[src/rtl/muldiv_unit.sv]
// rtl/muldiv_unit.sv - iterative MIPS multiply/divide unit with HI/LO registers
// Optional early divide-by-zero completion: define MULDIV_EARLY_OUT_EN.
module muldiv_unit #(
    parameter int WIDTH = 32
) (
    input  logic             clock,
    input  logic             reset,
    input  logic             start,
    input  logic [1:0]       op,
    input  logic [WIDTH-1:0] rs_data,
    input  logic [WIDTH-1:0] rt_data,
    input  logic             hi_we,
    input  logic             lo_we,
    input  logic [WIDTH-1:0] wrdata,
    output logic             busy,
    output logic             done,
    output logic [WIDTH-1:0] hi,
    output logic [WIDTH-1:0] lo
);
    localparam int CW = (WIDTH > 1) ? $clog2(WIDTH) : 1;

    typedef enum logic [1:0] {IDLE, CALC, FIX} state_t;
    state_t state, state_next;

    logic [CW-1:0]      count;
    logic               is_div;
    logic               neg_q;
    logic               neg_r;
    logic [WIDTH-1:0]   opnd;
    logic [2*WIDTH-1:0] p;

    logic               is_signed, neg_a, neg_b;
    logic [WIDTH-1:0]   a_mag, b_mag;
    logic               accept, early;
    logic               calc_en, fix_en;

    logic [WIDTH:0]     mul_sum;
    logic [2*WIDTH-1:0] mul_next;
    logic [WIDTH+1:0]   div_shift, div_diff;
    logic [2*WIDTH-1:0] div_next;
    logic [2*WIDTH-1:0] prod_fix;
    logic [WIDTH-1:0]   q_mag, r_mag, q_fix, r_fix;

    // Operand conditioning at capture: signed ops work on magnitudes
    always_comb begin
        is_signed = ~op[0];
        neg_a     = is_signed & rs_data[WIDTH-1];
        neg_b     = is_signed & rt_data[WIDTH-1];
        a_mag     = neg_a ? -rs_data : rs_data;
        b_mag     = neg_b ? -rt_data : rt_data;
        accept    = start && (state == IDLE);
`ifdef MULDIV_EARLY_OUT_EN
        early     = op[1] && (rt_data == '0);
`else
        early     = 1'b0;
`endif
    end

    always_ff @(posedge clock) begin
        if (reset) begin
            state <= IDLE;
        end else begin
            state <= state_next;
        end
    end

    always_comb begin
        state_next = state;
        case (state)
            IDLE:    if (start) state_next = early ? FIX : CALC;
            CALC:    if (count == '0) state_next = FIX;
            FIX:     state_next = IDLE;
            default: state_next = IDLE;
        endcase
    end

    always_comb begin
        busy    = (state != IDLE);
        calc_en = (state == CALC);
        fix_en  = (state == FIX);
    end

    // One shift-add or restoring-subtract step per CALC cycle
    always_comb begin
        mul_sum   = {1'b0, p[2*WIDTH-1:WIDTH]} + (p[0] ? {1'b0, opnd} : '0);
        mul_next  = {mul_sum, p[WIDTH-1:1]};
        div_shift = {1'b0, p[2*WIDTH-1:WIDTH], p[WIDTH-1]};
        div_diff  = div_shift - {2'b00, opnd};
        div_next  = div_diff[WIDTH+1] ? {div_shift[WIDTH-1:0], p[WIDTH-2:0], 1'b0}
                                      : {div_diff[WIDTH-1:0],  p[WIDTH-2:0], 1'b1};
    end

    always_comb begin
        prod_fix = neg_q ? -p : p;
        q_mag    = p[WIDTH-1:0];
        r_mag    = p[2*WIDTH-1:WIDTH];
        q_fix    = neg_q ? -q_mag : q_mag;
        r_fix    = neg_r ? -r_mag : r_mag;
    end

    always_ff @(posedge clock) begin
        if (reset) begin
            count  <= '0;
            is_div <= 1'b0;
            neg_q  <= 1'b0;
            neg_r  <= 1'b0;
            opnd   <= '0;
            p      <= '0;
            done   <= 1'b0;
            hi     <= '0;
            lo     <= '0;
        end else begin
            done <= fix_en;
            if (accept) begin
                is_div <= op[1];
                neg_q  <= neg_a ^ neg_b;
                neg_r  <= neg_a;
                count  <= CW'(WIDTH - 1);
                opnd   <= op[1] ? b_mag : a_mag;
                // Skipping CALC on x/0 preloads what WIDTH restoring steps would leave
                if (early) begin
                    p <= {a_mag, {WIDTH{1'b1}}};
                end else begin
                    p <= {{WIDTH{1'b0}}, op[1] ? a_mag : b_mag};
                end
            end else if (calc_en) begin
                count <= count - 1'b1;
                p     <= is_div ? div_next : mul_next;
            end

            if (fix_en) begin
                if (is_div) begin
                    hi <= r_fix;
                    lo <= q_fix;
                end else begin
                    hi <= prod_fix[2*WIDTH-1:WIDTH];
                    lo <= prod_fix[WIDTH-1:0];
                end
            end else if ((state == IDLE) && !start) begin
                if (hi_we) hi <= wrdata;
                if (lo_we) lo <= wrdata;
            end
        end
    end
endmodule

[config.mk]
export PLATFORM = sky130hd
export DESIGN_NAME = muldiv_unit
export DESIGN_NICKNAME = d
export VERILOG_FILES = /design/src/rtl/muldiv_unit.sv
export SDC_FILE = /design/constraint.sdc
export NUM_CORES = 1
export LEC_CHECK = 0
export BUFFER_PORTS_ARGS = -buffer_cell sky130_fd_sc_hd__buf_4
export CAP_MARGIN = 20
export CORE_AREA = 8 8 194 196
export DETAILED_ROUTE_END_ITERATION = 12
export DIE_AREA = 0 0 202 204
export PLACE_DENSITY_LB_ADDON = 0.25
export SYNTH_ARGS = -nofsm -noshare
export SYNTH_HDL_FRONTEND = slang
export SYNTH_SLANG_ARGS = --single-unit
[constraint.sdc]
create_clock -name clock -period 3.8 [get_ports clock]
set_input_delay 0 -clock clock [delete_from_list [all_inputs] [get_ports clock]]
set_output_delay 0 -clock clock [all_outputs]
set_load 0.02 [all_outputs]
==> impl_results.md <==
* Status: finished, final reports clean
* EDFF count, synth at 0
* GP Congestion at 0.993
* H-tree Lvls at 4
* Tcrit/Tclk final at 97.5%
* Initial drt markers at 1554
* Critical Path AT at 4.03 ns
* CTS sink count at 171
* Switching Fraction at 39.9%
* Area leader, netlist: dfxtp_1
* CTS tree: yes
* Synth cell types at 79
* Placed cell count at 2604
* Setup Buffers After CTS at 0
* Mean Syn Cell Area at 7.38 um2
* Final cell count without fillers at 2680
* IO Port Bufs at 168
* Synth top area cells: dfxtp_1 23%, mux2i_1 7.1%, a21oi_1 6.6%
* Die Ht at 204 um
* Share of power burned in registers at 32.6%
* Worst path buffer plus inverter count at 1
* Int Power at 3.81 mW
* Worst Tran Pin Value at 1.15 ns
* GRT Util Overall at 26.1%
* Post-synth ARST share at 0%
* Row Count at 69
* Crit-path slowest cell: dfxtp_1
* Worst-case clock buffer depth at 2
* Most frequent cell after synthesis: nor2_1
* CP Capture Type: register
* Worst Path Max Fanout at 12
* Syn Inst Count at 2028
* Max stage delay on crit path at 0.49 ns
* CP cell instances: clkinvlp_4 > nor2_1 > ha_1 > a21o_1 > a221oi_1 > o21ai_0 > o21ai_0 > nor3b_1 > a41oi_1 > a311o_1 > a31oi_1 > a2111oi_0
* Core area at 0.0348 mm2
* Clk_lat worst skew at 0.45 ns
* Combinational power share at 39.0%
* First-pass GRT wire length at 85900 um
* DR DRC count at 0
* Layout Nets at 2381
* Largest net degree at the start of global routing at 111
* Routed wire length at 55600 um
* Syn nets at 2203
* Required time of the critical path at 4.12 ns
* Initial antenna violation count at 0
* Pre-antenna DRT Iters at 6
* Final Skew at 0.0131 ns
* Die Area at 0.0412 mm2
* Die W at 202 um
* Seq/Total Area, Yosys at 22.9%
* Flops & latches, synth at 171
* Tmin final at 3.70 ns
* Syn-to-layout area delta at 20.5%
* Synth warnings at 0
* Fin Hold WS at 0.0129 ns
* Worst path top cell family by delay: compound AO/OA/AOI/OAI gates
* CTS buffer count at 17
* Hold Path Class: in -> reg
* Psw at 2.53 mW
* Clk Tree Root Cell: clkbuf_16
* Ant. Diodes at 0
* Fin util at 51.9%
* DP HPWL at 43400 um
* Setup tns final at 0 ns
* Detail Route Antenna Nets at 0
* Static Leak at 7.41 nW
* Worst-path clk slew at 0.09 ns
* Hold Fails Final Rpt at 0
* Maximum clock frequency at 270 MHz
* Routed vias/inst at 5.92
* Starting Density at 43.0%
* I/O pins at 169
* Main synth FF type: dfxtp_1
* Vias in the first global route at 14921
* Final setup fails at 0
* Total gr overflow at 0
* Critical path type: reg -> reg
* Clock share of power at 28.5%
* Setup repair after global routing missed its margin: true
* Slew HR at 23.3%
* Max cap viols at 0
* Post-Syn Area at 0.0150 mm2
* WL/cell at 20.7 um
* Slew Limit Fails at 0
* Most Frequent Cell on Critical Path: o21ai_0
* Routed vias at 15858
* Top cell type's share of synthesized area at 22.9%
* Startpoint types: register
* Synth top cells by count: 214 x nor2_1, 197 x a21oi_1, 190 x nand2_1, 171 x dfxtp_1, 130 x o21ai_0
* PD cells at 351 mW/mm2
* Largest voltage drop on the vdd net at 258 uV
* Share of cells above drive strength 1 at 15.1%
-- layout by cell type, fill, tap and decap left out, types with 7 or more instances in the layout --
cell / Yosys / routed
xor2_1: 49 / 49
buf_4: 0 / 253
o21ai_0: 130 / 130
nor3_1: 44 / 44
or4_1: 10 / 10
nor3b_1: 8 / 8
dfxtp_1: 171 / 170
a21oi_1: 197 / 196
nand4_1: 9 / 9
nor2_1: 214 / 214
xnor2_1: 110 / 110
or2_2: 9 / 9
and2_1: 11 / 8
nand3_1: 33 / 33
nor4_1: 19 / 19
mux2i_1: 106 / 106
o211ai_1: 76 / 76
ha_1: 70 / 70
a21o_1: 31 / 31
a211oi_1: 86 / 85
mux2_2: 7 / 7
o21bai_1: 13 / 13
nor2b_1: 24 / 23
o41ai_1: 9 / 9
or3_1: 15 / 15
nand2b_1: 17 / 16
o31ai_1: 20 / 20
clkbuf_16: 0 / 17
inv_1: 73 / 72
a31oi_1: 20 / 20
and3_1: 14 / 14
nand2_1: 190 / 189
dlygate4sd3_1: 0 / 43
-- worst min-delay path: stages --
cell,delay [ns]
buf_4,0.10
xor2_1,0.09
o211ai_1,0.17
a21oi_1,0.07
-- final timing paths --
kind,slack [ns],cells past startpoint,end,start
max,0.1,12,p[62],p[0]
min,0.01,4,p[15],rt_data[15]
min reg2reg,0.45,2,opnd[26],opnd[26]
max reg2reg,0.1,12,p[62],p[0]
-- cells by family after synthesis --
| group | share of synthesized area (%) |
|---|---|
| XOR/XNOR | 9.30 |
| flip-flops | 22.9 |
| buffers and inverters | 5.38 |
| adder cells (fa/ha/maj) | 6.12 |
| AO/OA/AOI/OAI | 28.1 |
| AND/OR/NAND/NOR | 20.6 |
| multiplexers | 7.61 |
-- power by group through the flow --
stage                     Combinational (mW)  Sequential (mW)  Clock (mW)
final                                   2.47             2.07        1.80
after global placement                  2.36             2.10           0
after detailed placement                2.37             2.10           0
after global routing                    2.67             2.08        1.89
after CTS                               2.42             2.06        1.82
after floorplan                         1.51             2.12           0
-- routing by layer --
| metal | GRT usage (%) | up-vias | share of wire (%) |
|---|---|---|---|
| met1 | 35.9 | 7357 | 45 |
| met3 | 5.85 | 86 | 8.9 |
| met2 | 39.8 | 701 | 43 |
| li1 | - | 7714 | - |
| met4 | 8.71 | 0 | 3.0 |
| met5 | 0 | - | 0 |
-- per-stage QoR --
stage | instance area (um2) | power [mW] | worst slack, ns
floorplan | 15000 | 3.63 | 0.576
global placement | 17000 | 4.45 | 0.184
detailed placement | 17000 | 4.47 | 0.0857
CTS | 18000 | 6.29 | 0.0659
global route | 18000 | 6.64 | -0.0852
finish | 18000 | 6.34 | 0.0958
-- registers in the layout, indices dropped and copies added (netlist names) --
signal / cells
count: 5
done: 1
hi: 32
is_div: 1
lo: 32
neg_q: 1
neg_r: 1
opnd: 32
p: 64
state: 2
-- what timing repair did --
item / CTS / global route
gates resized for setup: 0 / 4
hold endpoints to repair: 74 / 0
hold buffers: 43 / 0
endpoints found under the setup margin: 0 / 8
-- layout make-up --
| type | count | area, um2 |
|---|---|---|
| well taps | 461 | 577 |
| multi-input cells | 1644 | 10800 |
| fillers | 3361 | 16700 |
| inverters | 74 | 282 |
| flip-flops and latches | 171 | 3430 |
| clock buffers | 17 | 425 |
| clock inverters | 15 | 173 |
| repair buffers | 298 | 2380 |
Note: power is estimated with default switching activity, not from simulation.
